**src/rtl/my_uart_rx.sv**
```systemverilog
`timescale 1ns/1ps
// my_uart_rx: UART receiver (8N1, or 8E1 with UART_RX_PARITY_EN defined).
// rs_rx is synchronized and sampled at 16x the baud rate. Each bit is decided
// by a majority vote of the samples at tick indices 7, 8 and 9. Good bytes go
// into a show-ahead FIFO that the consumer drains with rd_en.
//
// Optional feature macro: UART_RX_PARITY_EN (adds even parity bit + parity_err).
//
// Ports:
//   clk        system clock
//   reset      synchronous reset, active-high
//   rs_rx      asynchronous serial input, idles high
//   rd_en      pop the FIFO head byte (ignored while empty)
//   ovr_clr    clear the sticky overrun flag
//   q          FIFO head byte, valid while empty=0
//   empty/full FIFO status
//   usedw      FIFO occupancy
//   frame_err  one-cycle pulse on a bad stop bit
//   overrun    sticky, a byte was dropped because the FIFO was full
//   parity_err one-cycle pulse on bad parity (UART_RX_PARITY_EN only)
//   busy       receiver FSM is not idle
module my_uart_rx #(
    parameter int unsigned CLK_FREQ   = 50000000,
    parameter int unsigned BAUD       = 9600,
    parameter int unsigned FIFO_DEPTH = 4
) (
    input  logic                          clk,
    input  logic                          reset,
    input  logic                          rs_rx,
    input  logic                          rd_en,
    input  logic                          ovr_clr,
    output logic [7:0]                    q,
    output logic                          empty,
    output logic                          full,
    output logic [$clog2(FIFO_DEPTH):0]   usedw,
    output logic                          frame_err,
    output logic                          overrun,
`ifdef UART_RX_PARITY_EN
    output logic                          parity_err,
`endif
    output logic                          busy
);

    localparam int unsigned DIV   = CLK_FREQ / (BAUD * 16);
    localparam int unsigned DIV_W = (DIV > 1) ? $clog2(DIV) : 1;
    localparam int unsigned AW    = $clog2(FIFO_DEPTH);
    localparam int unsigned CW    = AW + 1;

    typedef enum logic [2:0] {
        S_IDLE,
        S_START,
        S_DATA,
        S_PARITY,
        S_STOP
    } state_t;

    // Input synchronizer; the third flop provides the falling-edge reference.
    logic r_sync1, r_sync2, r_sync3;
    logic w_rx_s, w_fall;

    always_ff @(posedge clk) begin
        if (reset) begin
            r_sync1 <= 1'b1;
            r_sync2 <= 1'b1;
            r_sync3 <= 1'b1;
        end else begin
            r_sync1 <= rs_rx;
            r_sync2 <= r_sync1;
            r_sync3 <= r_sync2;
        end
    end

    assign w_rx_s = r_sync2;
    assign w_fall = r_sync3 & ~r_sync2;

    // FSM control signals.
    state_t r_state, w_state_next;
    logic   w_restart, w_shift_en, w_bit_inc, w_push, w_fe;
`ifdef UART_RX_PARITY_EN
    logic   w_pe, w_par_cap, w_par_bad;
    logic   r_par_bit;
`endif

    // Oversample divider and per-bit tick index, realigned on each start edge.
    logic [DIV_W-1:0] r_div_cnt;
    logic [3:0]       r_tick_idx;
    logic             w_tick, w_dec, w_end;

    assign w_tick = (r_div_cnt == DIV_W'(DIV - 1));
    assign w_dec  = w_tick && (r_tick_idx == 4'd9);
    assign w_end  = w_tick && (r_tick_idx == 4'd15);

    always_ff @(posedge clk) begin
        if (reset || w_restart) begin
            r_div_cnt  <= '0;
            r_tick_idx <= '0;
        end else if (w_tick) begin
            r_div_cnt  <= '0;
            r_tick_idx <= r_tick_idx + 4'd1;
        end else begin
            r_div_cnt  <= r_div_cnt + DIV_W'(1);
        end
    end

    // Samples at ticks 7 and 8; the tick-9 sample is the live rx_s.
    logic r_s7, r_s8, w_maj;

    always_ff @(posedge clk) begin
        if (reset) begin
            r_s7 <= 1'b1;
            r_s8 <= 1'b1;
        end else if (w_tick) begin
            if (r_tick_idx == 4'd7) r_s7 <= w_rx_s;
            if (r_tick_idx == 4'd8) r_s8 <= w_rx_s;
        end
    end

    assign w_maj = (r_s7 & r_s8) | (r_s7 & w_rx_s) | (r_s8 & w_rx_s);

    // Data shift register (LSB first) and bit counter.
    logic [7:0] r_shift;
    logic [2:0] r_bit_cnt;

    always_ff @(posedge clk) begin
        if (reset) begin
            r_shift   <= '0;
            r_bit_cnt <= '0;
        end else begin
            if (w_restart) r_bit_cnt <= '0;
            else if (w_bit_inc) r_bit_cnt <= r_bit_cnt + 3'd1;
            if (w_shift_en) r_shift <= {w_maj, r_shift[7:1]};
        end
    end

`ifdef UART_RX_PARITY_EN
    always_ff @(posedge clk) begin
        if (reset) r_par_bit <= 1'b0;
        else if (w_par_cap) r_par_bit <= w_maj;
    end

    // Even parity: data plus parity bit must XOR to 0.
    assign w_par_bad = ^{r_shift, r_par_bit};
`endif

    // FSM state register.
    always_ff @(posedge clk) begin
        if (reset) r_state <= S_IDLE;
        else       r_state <= w_state_next;
    end

    // FSM next state and control strobes.
    always_comb begin
        w_state_next = r_state;
        w_restart    = 1'b0;
        w_shift_en   = 1'b0;
        w_bit_inc    = 1'b0;
        w_push       = 1'b0;
        w_fe         = 1'b0;
`ifdef UART_RX_PARITY_EN
        w_pe         = 1'b0;
        w_par_cap    = 1'b0;
`endif
        case (r_state)
            S_IDLE: begin
                if (w_fall) begin
                    w_state_next = S_START;
                    w_restart    = 1'b1;
                end
            end
            S_START: begin
                // A start bit that votes high mid-bit was a glitch.
                if (w_dec && w_maj) w_state_next = S_IDLE;
                else if (w_end)     w_state_next = S_DATA;
            end
            S_DATA: begin
                if (w_dec) w_shift_en = 1'b1;
                if (w_end) begin
                    if (r_bit_cnt == 3'd7) begin
`ifdef UART_RX_PARITY_EN
                        w_state_next = S_PARITY;
`else
                        w_state_next = S_STOP;
`endif
                    end else begin
                        w_bit_inc = 1'b1;
                    end
                end
            end
            S_PARITY: begin
`ifdef UART_RX_PARITY_EN
                if (w_dec) w_par_cap = 1'b1;
                if (w_end) w_state_next = S_STOP;
`else
                w_state_next = S_IDLE;
`endif
            end
            S_STOP: begin
                // Leave at the decision tick so a back-to-back start edge is caught.
                if (w_dec) begin
                    w_state_next = S_IDLE;
                    if (!w_maj) w_fe = 1'b1;
`ifdef UART_RX_PARITY_EN
                    else if (w_par_bad) w_pe = 1'b1;
`endif
                    else w_push = 1'b1;
                end
            end
            default: w_state_next = S_IDLE;
        endcase
    end

    // Registered status pulses.
    logic r_busy, r_frame_err;

    always_ff @(posedge clk) begin
        if (reset) begin
            r_busy      <= 1'b0;
            r_frame_err <= 1'b0;
        end else begin
            r_busy      <= (w_state_next != S_IDLE);
            r_frame_err <= w_fe;
        end
    end

`ifdef UART_RX_PARITY_EN
    logic r_parity_err;

    always_ff @(posedge clk) begin
        if (reset) r_parity_err <= 1'b0;
        else       r_parity_err <= w_pe;
    end

    assign parity_err = r_parity_err;
`endif

    // Show-ahead receive FIFO.
    logic [7:0]    r_mem [FIFO_DEPTH];
    logic [AW-1:0] r_wr_ptr, r_rd_ptr;
    logic [CW-1:0] r_count, w_count_next;
    logic          r_empty, r_full, r_overrun;
    logic          w_pop, w_wr, w_ovf;

    assign w_pop        = rd_en & ~r_empty;
    assign w_wr         = w_push & (~r_full | w_pop);
    assign w_ovf        = w_push & r_full & ~w_pop;
    assign w_count_next = r_count + CW'(w_wr) - CW'(w_pop);

    always_ff @(posedge clk) begin
        if (reset) begin
            for (int i = 0; i < int'(FIFO_DEPTH); i++) r_mem[i] <= 8'h00;
            r_wr_ptr <= '0;
            r_rd_ptr <= '0;
            r_count  <= '0;
            r_empty  <= 1'b1;
            r_full   <= 1'b0;
        end else begin
            if (w_wr) begin
                r_mem[r_wr_ptr] <= r_shift;
                r_wr_ptr        <= r_wr_ptr + AW'(1);
            end
            if (w_pop) r_rd_ptr <= r_rd_ptr + AW'(1);
            r_count <= w_count_next;
            r_empty <= (w_count_next == '0);
            r_full  <= (w_count_next == CW'(FIFO_DEPTH));
        end
    end

    // A new overflow wins over a simultaneous clear.
    always_ff @(posedge clk) begin
        if (reset)        r_overrun <= 1'b0;
        else if (w_ovf)   r_overrun <= 1'b1;
        else if (ovr_clr) r_overrun <= 1'b0;
    end

    assign q         = r_mem[r_rd_ptr];
    assign empty     = r_empty;
    assign full      = r_full;
    assign usedw     = r_count;
    assign frame_err = r_frame_err;
    assign overrun   = r_overrun;
    assign busy      = r_busy;

endmodule

```
**config.mk**
```make
export PLATFORM = sky130hd
export DESIGN_NAME = my_uart_rx
export DESIGN_NICKNAME = d
export VERILOG_FILES = /design/src/rtl/my_uart_rx.sv
export SDC_FILE = /design/constraint.sdc
export NUM_CORES = 1
export LEC_CHECK = 0
export CAP_MARGIN = 20
export CORE_MARGIN = 10
export CORE_UTILIZATION = 50
export CTS_CLUSTER_DIAMETER = 40
export DETAILED_ROUTE_END_ITERATION = 6
export PLACE_DENSITY = 0.69
export SETUP_SLACK_MARGIN = 0.4
export SLEW_MARGIN = 20
export SYNTH_ARGS = -nofsm -noshare
export SYNTH_HDL_FRONTEND = slang
export SYNTH_SLANG_ARGS = --single-unit
```
**constraint.sdc**
```tcl
create_clock -name clk -period 6.5 [get_ports clk]
set_clock_uncertainty 0.05 [all_clocks]
set_input_delay 0.975 -clock clk [delete_from_list [all_inputs] [get_ports clk]]
set_output_delay 0.975 -clock clk [all_outputs]
set_load 0.005 [all_outputs]
```
# ---- Word-level counts from Yosys, hierarchy flattened
# Memory sizes are Yosys's and may differ from the RTL's. A register that Yosys moved wholly into a read port is not among the register bits.
# Index checks and enable logic that the tools add are counted.
dict set report op_classes {
  add_sub_neg 7
  reduce_logical 14
  n_mux 30
  n_eq_ne 10
  bitwise_logic 17
}
# cell n
set op_table {}
lappend op_table {{2-to-1 mux 1 bit} 19}
lappend op_table {{2-to-1 mux 3 bit} 6}
lappend op_table {{== test 4 bit (second input constant)} 3}
lappend op_table {{case mux 3 bit (4 select lines)} 1}
lappend op_table {{adder 9 x 1 -> 9 bit (second input constant)} 1}
lappend op_table {{== test 3 bit (second input constant)} 3}
lappend op_table {{== test 9 bit (second input constant)} 1}
lappend op_table {{bitwise AND 1 bit} 8}
lappend op_table {{2-to-1 mux 8 bit} 1}
lappend op_table {{OR reduction 8 bit} 1}
lappend op_table {{logical NOT 3 bit} 2}
lappend op_table {{2-to-1 mux 2 bit} 3}
lappend op_table {{NOT 1 bit} 6}
lappend op_table {{adder 2 x 1 -> 2 bit (second input constant)} 2}
lappend op_table {{adder 4 x 1 -> 4 bit (second input constant)} 1}
lappend op_table {{== test 4 x 3 -> 1 bit (second input constant)} 1}
lappend op_table {{AND reduction 2 bit} 2}
lappend op_table {{OR reduction 2 bit} 2}
lappend op_table {{adder 3 x 1 -> 3 bit} 1}
lappend op_table {{adder 3 x 1 -> 3 bit (second input constant)} 1}
lappend op_table {{== test 3 x 1 -> 1 bit (second input constant)} 1}
lappend op_table {{== test 3 x 2 -> 1 bit (second input constant)} 1}
lappend op_table {{logical AND 1 bit} 3}
lappend op_table {{bitwise OR 1 bit} 3}
lappend op_table {{other kinds (5)} 5}
dict set report totals {
  inputBits 5
  mem_bits_rw 32
  mem_count 1
  regBits 44
}
# memory words width read_ports rd_clocked_by_memory_dff wr line_no
set mem_list {}
lappend mem_list {r_mem 4 8 1 1 4 237} ;# logic [7:0] r_mem [FIFO_DEPTH];

# ---- Longest topological paths before layout
# Gate-level depths: netlist (run 1).
dict set report depth {
  depth_word 12
  mapped_depth 14
  depth_no_buf 13
}

# ---- Least setup slack after synthesis (run 1)
# OpenSTA, ideal clock, no wires.
dict set report synth_path {
  path_kind {input -> register}
  start {in rd_en}
  end {reg r_full (netlist: full)}
  n_path_buf 1
  t_arrival_ps 3247
  path_slack_ps 3125
  stages 12
  path_cell_list {nor2b_1 -> clkbuf_1 -> nor2_1 -> or3_1 -> ha_1 -> inv_1 -> ha_1 -> fa_1 -> xnor2_1 -> xnor2_1 -> nand2_1 -> nor3_1}
}
dict set report synth_via {
  elab_chain_cells 6
}
# item line_no
set synth_rtl {}
lappend synth_rtl {{from (decl)} 30} ;# input logic rd_en,
lappend synth_rtl {{bitwise AND 1 bit *} 243} ;# assign w_pop = rd_en & ~r_empty;
lappend synth_rtl {{net w_pop} 241} ;# logic w_pop, w_wr, w_ovf;
lappend synth_rtl {{bitwise OR 1 bit} 244} ;# assign w_wr = w_push & (~r_full | w_pop);
lappend synth_rtl {{bitwise AND 1 bit} 244}
lappend synth_rtl {{adder 3 x 1 -> 3 bit} 246} ;# assign w_count_next = r_count + CW'(w_wr) - CW'(w_pop);
lappend synth_rtl {{subtractor 3 x 1 -> 3 bit *} 246}
lappend synth_rtl {{== test 3 bit *} 264} ;# r_full <= (w_count_next == CW'(FIFO_DEPTH));
lappend synth_rtl {{to (signal assigned)} 264}
lappend synth_rtl {{to (decl)} 240} ;# logic r_empty, r_full, r_overrun;
# Mark *: on every way through the listed nets, which the timed path passes. The rest lies on a longest branch.
# A chain may end at the register's enable or synchronous reset.

# ---- Worst setup path in the final report (run 1)
dict set report layout_path {
  start {in rd_en}
  end {reg r_full (netlist: full)}
}
dict set report layout_via {
  elab_chain_cells 6
}
# item line_no
set layout_rtl {}
lappend layout_rtl {{bitwise AND 1 bit *} 243}
lappend layout_rtl {{bitwise OR 1 bit} 244}
lappend layout_rtl {{bitwise AND 1 bit} 244}
lappend layout_rtl {{adder 3 x 1 -> 3 bit} 246}
lappend layout_rtl {{subtractor 3 x 1 -> 3 bit *} 246}
lappend layout_rtl {{== test 3 bit *} 264}
# Mark *: on every way between the ends. The rest lies on a longest branch, timed or not.

==> impl_metrics.csv, run 1 <==
group,metric,value,unit
yosys,synth_warnings,0,
timing,min_period,3.745,ns
timing,hold_viol_final,0,
clocking,post_cts_buffers,0,
yosys,synth_edf_count,32,
yosys,synth_seq_cells,78,
floorplan,core,0.006756,mm²
timing,fin_crit_sh,0.5762,
route,vias,2208,
floorplan,die_x,103.0,µm
cells_and_area,multiInputGateArea,0.001466,mm²
timing,max_slew_margin,0.4871,
route,dr.pass1.iters,4,
yosys,syn_area,0.003443,mm²
global_route,grt_util_all_layers,0.1278,
clocking,clk_latency,0.34,ns
cells_and_area,n_fill_cell,584,
cells_and_area,drive_above_1_share,0.1162,
setup_path,crit_arrival,3.95,ns
route,drc,0,
yosys,avgSynthCellArea,11.59,µm²
power_and_ir_drop,clockPowerShare,0.325,
cells_and_area,fin_nets,337,
power_and_ir_drop,switching_share,0.2479,
clocking,clkSlewWorstSetupHoldPaths,0.07,ns
placement,dp_cells,391,
floorplan,dieArea,0.01061,mm²
yosys,ys.flop_type,"dfxtp_1",
yosys,synth_cell_type_count,48,
clocking,cts-htree-levels,3,
clocking,cts_tree,"yes",
floorplan,ios,21,
global_route,met1_usage,0.1731,
placement,dp_slack,2.395,ns
min_path,hold_path_class,"reg2reg",
placement,place_congestion,0.7765,
outcome,status,"finished clean",
yosys,synth-async-reset-ratio,0,
cells_and_area,register_area,0.001882,mm²
power_and_ir_drop,p_seq_frac,0.527,
route,ant_nets,0,
global_route,met2_usage,0.1892,
timing,maxSlewViolCount,0,
floorplan,die_y,103.0,µm
timing,tightest_slew,0.7630,ns
setup_path,path_class,"in2reg",
power_and_ir_drop,ir_drop,0.1637,mV
clocking,cts-root-buf,"clkbuf_8",
placement,dp_hpwl,4476,µm
placement,port_buffers,20,
route,drt-total-wl,6464,µm
setup_path,cp.required,6.71,ns
run,maxCapViolations,0,
global_route,grt_pass1_wl,10430,µm
timing,fmax,0.2670,GHz
clocking,cts_hold_buf,0,
timing,worst_slack,2.755,ns
clocking,cts-buffers-inserted,9,
setup_path,end_kind,"flop",
route,drt_iter0_drc,153,
cells_and_area,post-route-util,0.5815,
setup_path,crit_fanout,7,
power_and_ir_drop,p_int,0.8036,mW
timing,tns,0,ns
power_and_ir_drop,net-switching-power,0.2649,mW
route,wl_per_cell,15.88,µm
clocking,cts_resized,0,
power_and_ir_drop,pwr_density_cell,272.0,mW/mm²
cells_and_area,instances_no_fill,407,
cells_and_area,antennaDiodeCount,0,
power_and_ir_drop,pwr-share-comb,0.147,
timing,setup_viol,0,
clocking,clockBufferDepth,2,
global_route,top_usage_layer,"met2",
route,viasPerCell,5.425,
yosys,syn_nets,312,
clocking,cts.sinks,78,
floorplan,initial_core_util,0.5096,
cells_and_area,area_growth,14.10,%
floorplan,core.rowCount,30,
global_route,grt_start_max_net_pins,28,
yosys,yosysSeqAreaShare,0.5465,
global_route,grt-ovfl-total,0,
power_and_ir_drop,leakage,1.419,nW
global_route,met3_usage,0.03619,
timing,rsz0062_at_grt,"no",
global_route,grt_antenna_before_repair,0,
yosys,synth_cells,297,
global_route,grt_pass1_vias,2119,
setup_path,start_kind,"input port",
## final timing paths
| check | from | endpoint | slack, ns | cells after the start |
|---|---|---|---|---|
| worst max register to register | r_div_cnt[2] | full | 2.92 | 11 |
| worst max-delay path | rd_en | full | 2.75 | 12 |
| worst min-delay path | r_sync1 | r_sync2 | 0.36 | 1 |
| worst min register to register | r_sync1 | r_sync2 | 0.36 | 1 |
## area by class of cell
type,count,area share
well taps,80,0.02548
clock inverters,6,0.01592
repair buffers,25,0.06051
clock buffers,10,0.03248
flip-flops and latches,78,0.4790
inverters,14,0.01338
multi-input cells,194,0.3732
## flip-flops by register name, indices dropped and copies added, names as in the netlist, 2 cells and up, named ones only
| name | cells |
|---|---|
| r_tick_idx | 4 |
| r_state | 3 |
| r_shift | 8 |
| r_mem | 32 |
| r_rd_ptr | 2 |
| usedw | 3 |
| r_div_cnt | 9 |
| r_wr_ptr | 2 |
| r_bit_cnt | 3 |
## stage by stage
step / hold slack, ns / instance area (µm²) / power, mW
finish: 0.3619 / 3929 / 1.068
detailed placement: 0.3457 / 3739 / 0.7333
global placement: 0.3422 / 3739 / 0.7304
floorplan: 0.3395 / 3443 / 0.6615
global route: 0.3745 / 3929 / 1.117
CTS: 0.3633 / 3929 / 1.079
## cells in the mapped netlist (2+ instances only)
library cell | number | area [µm²]
xor2_1 | 9 | 78.83
nor3_1 | 4 | 20.02
or4_1 | 3 | 22.52
nand2_1 | 9 | 33.78
o21ai_0 | 5 | 25.02
inv_1 | 14 | 52.55
o31ai_1 | 3 | 22.52
or2_2 | 3 | 18.77
and2_1 | 32 | 200.2
xnor2_1 | 6 | 52.55
clkbuf_1 | 9 | 33.78
a21oi_1 | 6 | 30.03
mux2i_1 | 12 | 120.1
nand3b_1 | 3 | 22.52
edfxtp_1 | 32 | 960.9
ha_1 | 9 | 112.6
nor2_1 | 32 | 120.1
or3_1 | 2 | 12.51
nor4_2 | 4 | 50.05
o2111ai_1 | 2 | 17.52
and3_1 | 3 | 18.77
or4b_1 | 2 | 20.02
dfxtp_1 | 46 | 920.9
nand2b_1 | 2 | 12.51
nor2b_1 | 3 | 18.77
nor4_1 | 2 | 12.51
nand3_1 | 8 | 40.04
mux4_2 | 8 | 180.2
nand4_1 | 5 | 31.28
## power by group through the flow
stage	sequential, mW	clock [mW]	combinational, mW
final	0.564	0.348	0.157
after global routing	0.567	0.375	0.175
after CTS	0.564	0.356	0.160
after detailed placement	0.574	0	0.159
after global placement	0.574	0	0.156
after floorplan	0.561	0	0.101
## placed cells by master, fill, tap and decap left out, types with 4 or more instances in the layout
| cell | instances |
|---|---|
| ha_1 | 9 |
| xor2_1 | 9 |
| nand2_1 | 9 |
| nand3_1 | 8 |
| nor3_1 | 4 |
| dfxtp_1 | 46 |
| a21oi_1 | 6 |
| inv_1 | 14 |
| o21ai_0 | 5 |
| buf_4 | 5 |
| clkbuf_8 | 9 |
| xnor2_1 | 6 |
| mux2i_1 | 12 |
| mux4_2 | 8 |
| nand4_1 | 5 |
| clkdlybuf4s50_1 | 20 |
| nor4_2 | 4 |
| and2_1 | 32 |
| nor2_1 | 32 |
| edfxtp_1 | 32 |
## worst max-delay path: stages
cell             delay [ns]
clkdlybuf4s50_1        0.45
nor2b_1                0.36
nor2_1                 0.23
or3_1                  0.47
ha_1                   0.30
inv_1                  0.04
ha_1                   0.18
fa_1                   0.37
xnor2_1                0.18
xnor2_1                0.17
nand2_1                0.10
nor3_1                 0.14
## logic make-up (layout without fill, tap and decap cells)
logic type                 count (synthesis)  count (layout)  share of synthesized area
xor gates and xnor gates                  15              15                    0.03816
DFF                                       78              78                     0.5465
muxes                                     20              20                    0.08721
AOI/OAI and AO/OA                         20              20                    0.03597
buffers and inverters                     25              55                    0.02761
adders and majority gates                 11              11                    0.04143
and+or+nand+nor                          128             128                     0.2231
## metal layers
layer  part of all wire  wire length (µm)  vias up
met3              0.045               292        5
met2               0.44              2833       44
met5                  0                 0        -
met1               0.50              3260     1055
met4              0.012                77        0
li1                   -                 -     1104
Power figures use the tool's default switching activity.
==> run 2: changes to the inputs <==
- PLACE_DENSITY: 0.69 -> 0.72
- clock period: 6.5 -> 3.1 ns (I/O delays scaled with it)
==> impl_metrics.csv, run 2 (synthesized netlist as in run 1, its figures left out) <==
group,metric,value,unit
outcome,status,"finished clean",
setup_path,crit_buf_inv,1,
cells_and_area,drive_above_1_share,0.2305,
cells_and_area,fin_nets,357,
clocking,clk_latency,0.36,ns
cells_and_area,final_cell_mix,"dfxtp_1 (41), nor2_1 (32), and2_1 (32), edfxtp_1 (32), buf_4 (25)",
setup_path,cp.required,3.33,ns
power_and_ir_drop,switching_share,0.2455,
global_route,grt_pass1_wl,11690,µm
cells_and_area,n_fill_cell,547,
route,dr.pass1.iters,4,
timing,tightest_slew,0.7394,ns
timing,fin_crit_sh,0.8823,
clocking,cts-root-buf,"clkbuf_8",
route,wl_per_cell,16.10,µm
setup_path,crit_fanout,6,
cells_and_area,largest_reg_flops,32,
global_route,met1_usage,0.1778,
clocking,clockBufferDepth,2,
clocking,cts_tree,"yes",
floorplan,die_y,103.0,µm
floorplan,initial_core_util,0.5096,
route,drt-total-wl,6873,µm
setup_path,critPathMaxStageDelay,0.39,ns
power_and_ir_drop,ir_drop,0.3940,mV
clocking,cts-buffers-inserted,9,
global_route,grt-ovfl-total,0,
global_route,grt_antenna_before_repair,0,
power_and_ir_drop,net-switching-power,0.6197,mW
route,viasPerCell,5.319,
timing,maxSlewViolCount,0,
global_route,grt_util_all_layers,0.1430,
global_route,grt_start_max_net_pins,20,
power_and_ir_drop,leakage,1.568,nW
min_path,hold_path_class,"reg2reg",
route,drc,0,
timing,max_slew_margin,0.5034,
route,ant_nets,0,
floorplan,dieArea,0.01061,mm²
placement,port_buffers,20,
setup_path,crit_slowest_cell,"dfxtp_1",
setup_path,end_kind,"flop",
power_and_ir_drop,p_int,1.905,mW
clocking,clkSlewWorstSetupHoldPaths,0.09,ns
placement,dp_hpwl,4564,µm
clocking,cts.sinks,78,
setup_path,cpMostUsedCell,"ha_4",
power_and_ir_drop,p_total,2.525,mW
timing,hold_viol_final,0,
cells_and_area,layout_commonest_cell,"dfxtp_1",
clocking,cts-htree-levels,3,
cells_and_area,regMostFlops,"r_mem",
power_and_ir_drop,p_seq_frac,0.467,
route,drt_iter0_drc,90,
cells_and_area,antennaDiodeCount,0,
global_route,top_usage_layer,"met2",
power_and_ir_drop,clockPowerShare,0.377,
timing,fmax,0.3656,GHz
placement,place_congestion,0.7807,
global_route,met3_usage,0.04424,
power_and_ir_drop,pwr_density_cell,593.5,mW/mm²
run,maxCapViolations,0,
setup_path,start_kind,"flop",
global_route,met2_usage,0.2272,
timing,min_period,2.735,ns
clocking,cts_hold_buf,0,
cells_and_area,area_growth,23.55,%
floorplan,die_x,103.0,µm
setup_path,crit_arrival,2.97,ns
floorplan,core,0.006756,mm²
floorplan,core.rowCount,30,
timing,rsz0062_at_grt,"yes",
cells_and_area,top_regs,"r_mem: 32 flops, r_div_cnt: 9 flops, r_shift: 8 flops",
route,vias,2271,
floorplan,ios,21,
cells_and_area,post-route-util,0.6296,
timing,tns,0,ns
power_and_ir_drop,pwr-share-comb,0.156,
timing,setup_viol,0,
setup_path,cp_top_family,"simple AND/OR/NAND/NOR gates",
global_route,grt_pass1_vias,2287,
setup_path,worstPathCellList,"nor4b_4 > nand3_4 > or3_4 > ha_4 > inv_2 > ha_4 > fa_2 > xnor2_2 > xnor2_1 > nand2_1 > nor3_1",
setup_path,path_class,"reg2reg",
-- run 2: cell types whose count changed in the layout (fill, tap and decap cells not counted), sizes merged --
| cell | previous run | this run |
|---|---|---|
| clkbuf | 10 | 9 |
| buf | 5 | 25 |
| clkinvlp | 3 | 0 |
| bufinv | 1 | 3 |
| clkinv | 2 | 0 |
| inv | 14 | 18 |
-- run 2: layer usage --
| metal | vias to the layer above | part of all wire |
|---|---|---|
| met2 | 36 | 0.49 |
| met3 | 11 | 0.040 |
| li1 | 1141 | - |
| met5 | - | 0 |
| met4 | 0 | 0.018 |
| met1 | 1083 | 0.45 |
-- run 2: cell type report --
cell class / count / area (µm²) / area share
flip-flops and latches: 78 / 1893 / 0.4450
repair buffers: 45 / 387.9 / 0.09118
clock buffers: 9 / 123.9 / 0.02912
clock inverters: 7 / 127.6 / 0.03000
well taps: 80 / 100.1 / 0.02353
multi-input cells: 194 / 1569 / 0.3688
inverters: 14 / 52.55 / 0.01235
-- run 2: worst paths after layout --
kind	from	endpoint	slack (ns)	cells after the start
worst max-delay path	r_div_cnt[3]	full	0.36	11
worst max register to register	r_div_cnt[3]	full	0.36	11
worst min-delay path	r_sync1	r_sync2	0.37	1
worst min register to register	r_sync1	r_sync2	0.37	1
-- run 2: power groups by stage --
stage | logic [mW] | registers, mW | clock network (mW)
detailed placement | 0.381 | 1.21 | 0
CTS | 0.393 | 1.18 | 0.969
finish | 0.393 | 1.18 | 0.952
global placement | 0.372 | 1.21 | 0
floorplan | 0.237 | 1.18 | 0
global route | 0.430 | 1.19 | 1.01
-- run 2: what timing repair did --
| action | 4_1_cts | 5_1_grt |
|---|---|---|
| setup endpoints to repair | 3 | 8 |
| gates resized for setup | 5 | 7 |
| buffers inserted | 6 | 4 |
| pin swaps | 3 | 4 |
-- run 2: through the flow --
step                      instance area, µm²  setup slack (ns)  hold slack, ns  instances
final                                   4254            0.3648          0.3670        427
after global routing                    4254            0.2644          0.3840        427
after CTS                               4205            0.3367          0.3672        423
after detailed placement                3892           0.01961          0.3442        401
after global placement                  3892           0.08216          0.3436        401
after floorplan                         3533            0.3149          0.3395        297
-- run 2: worst register-to-register path: cells and delay by family, from the launching register on --
kind                       cells  cell delay, ns
and+or+nand+nor                5            1.11
adders and majority gates      3            0.75
DFF                            1            0.39
xor gates and xnor gates       2            0.34
buffers and inverters          1            0.04
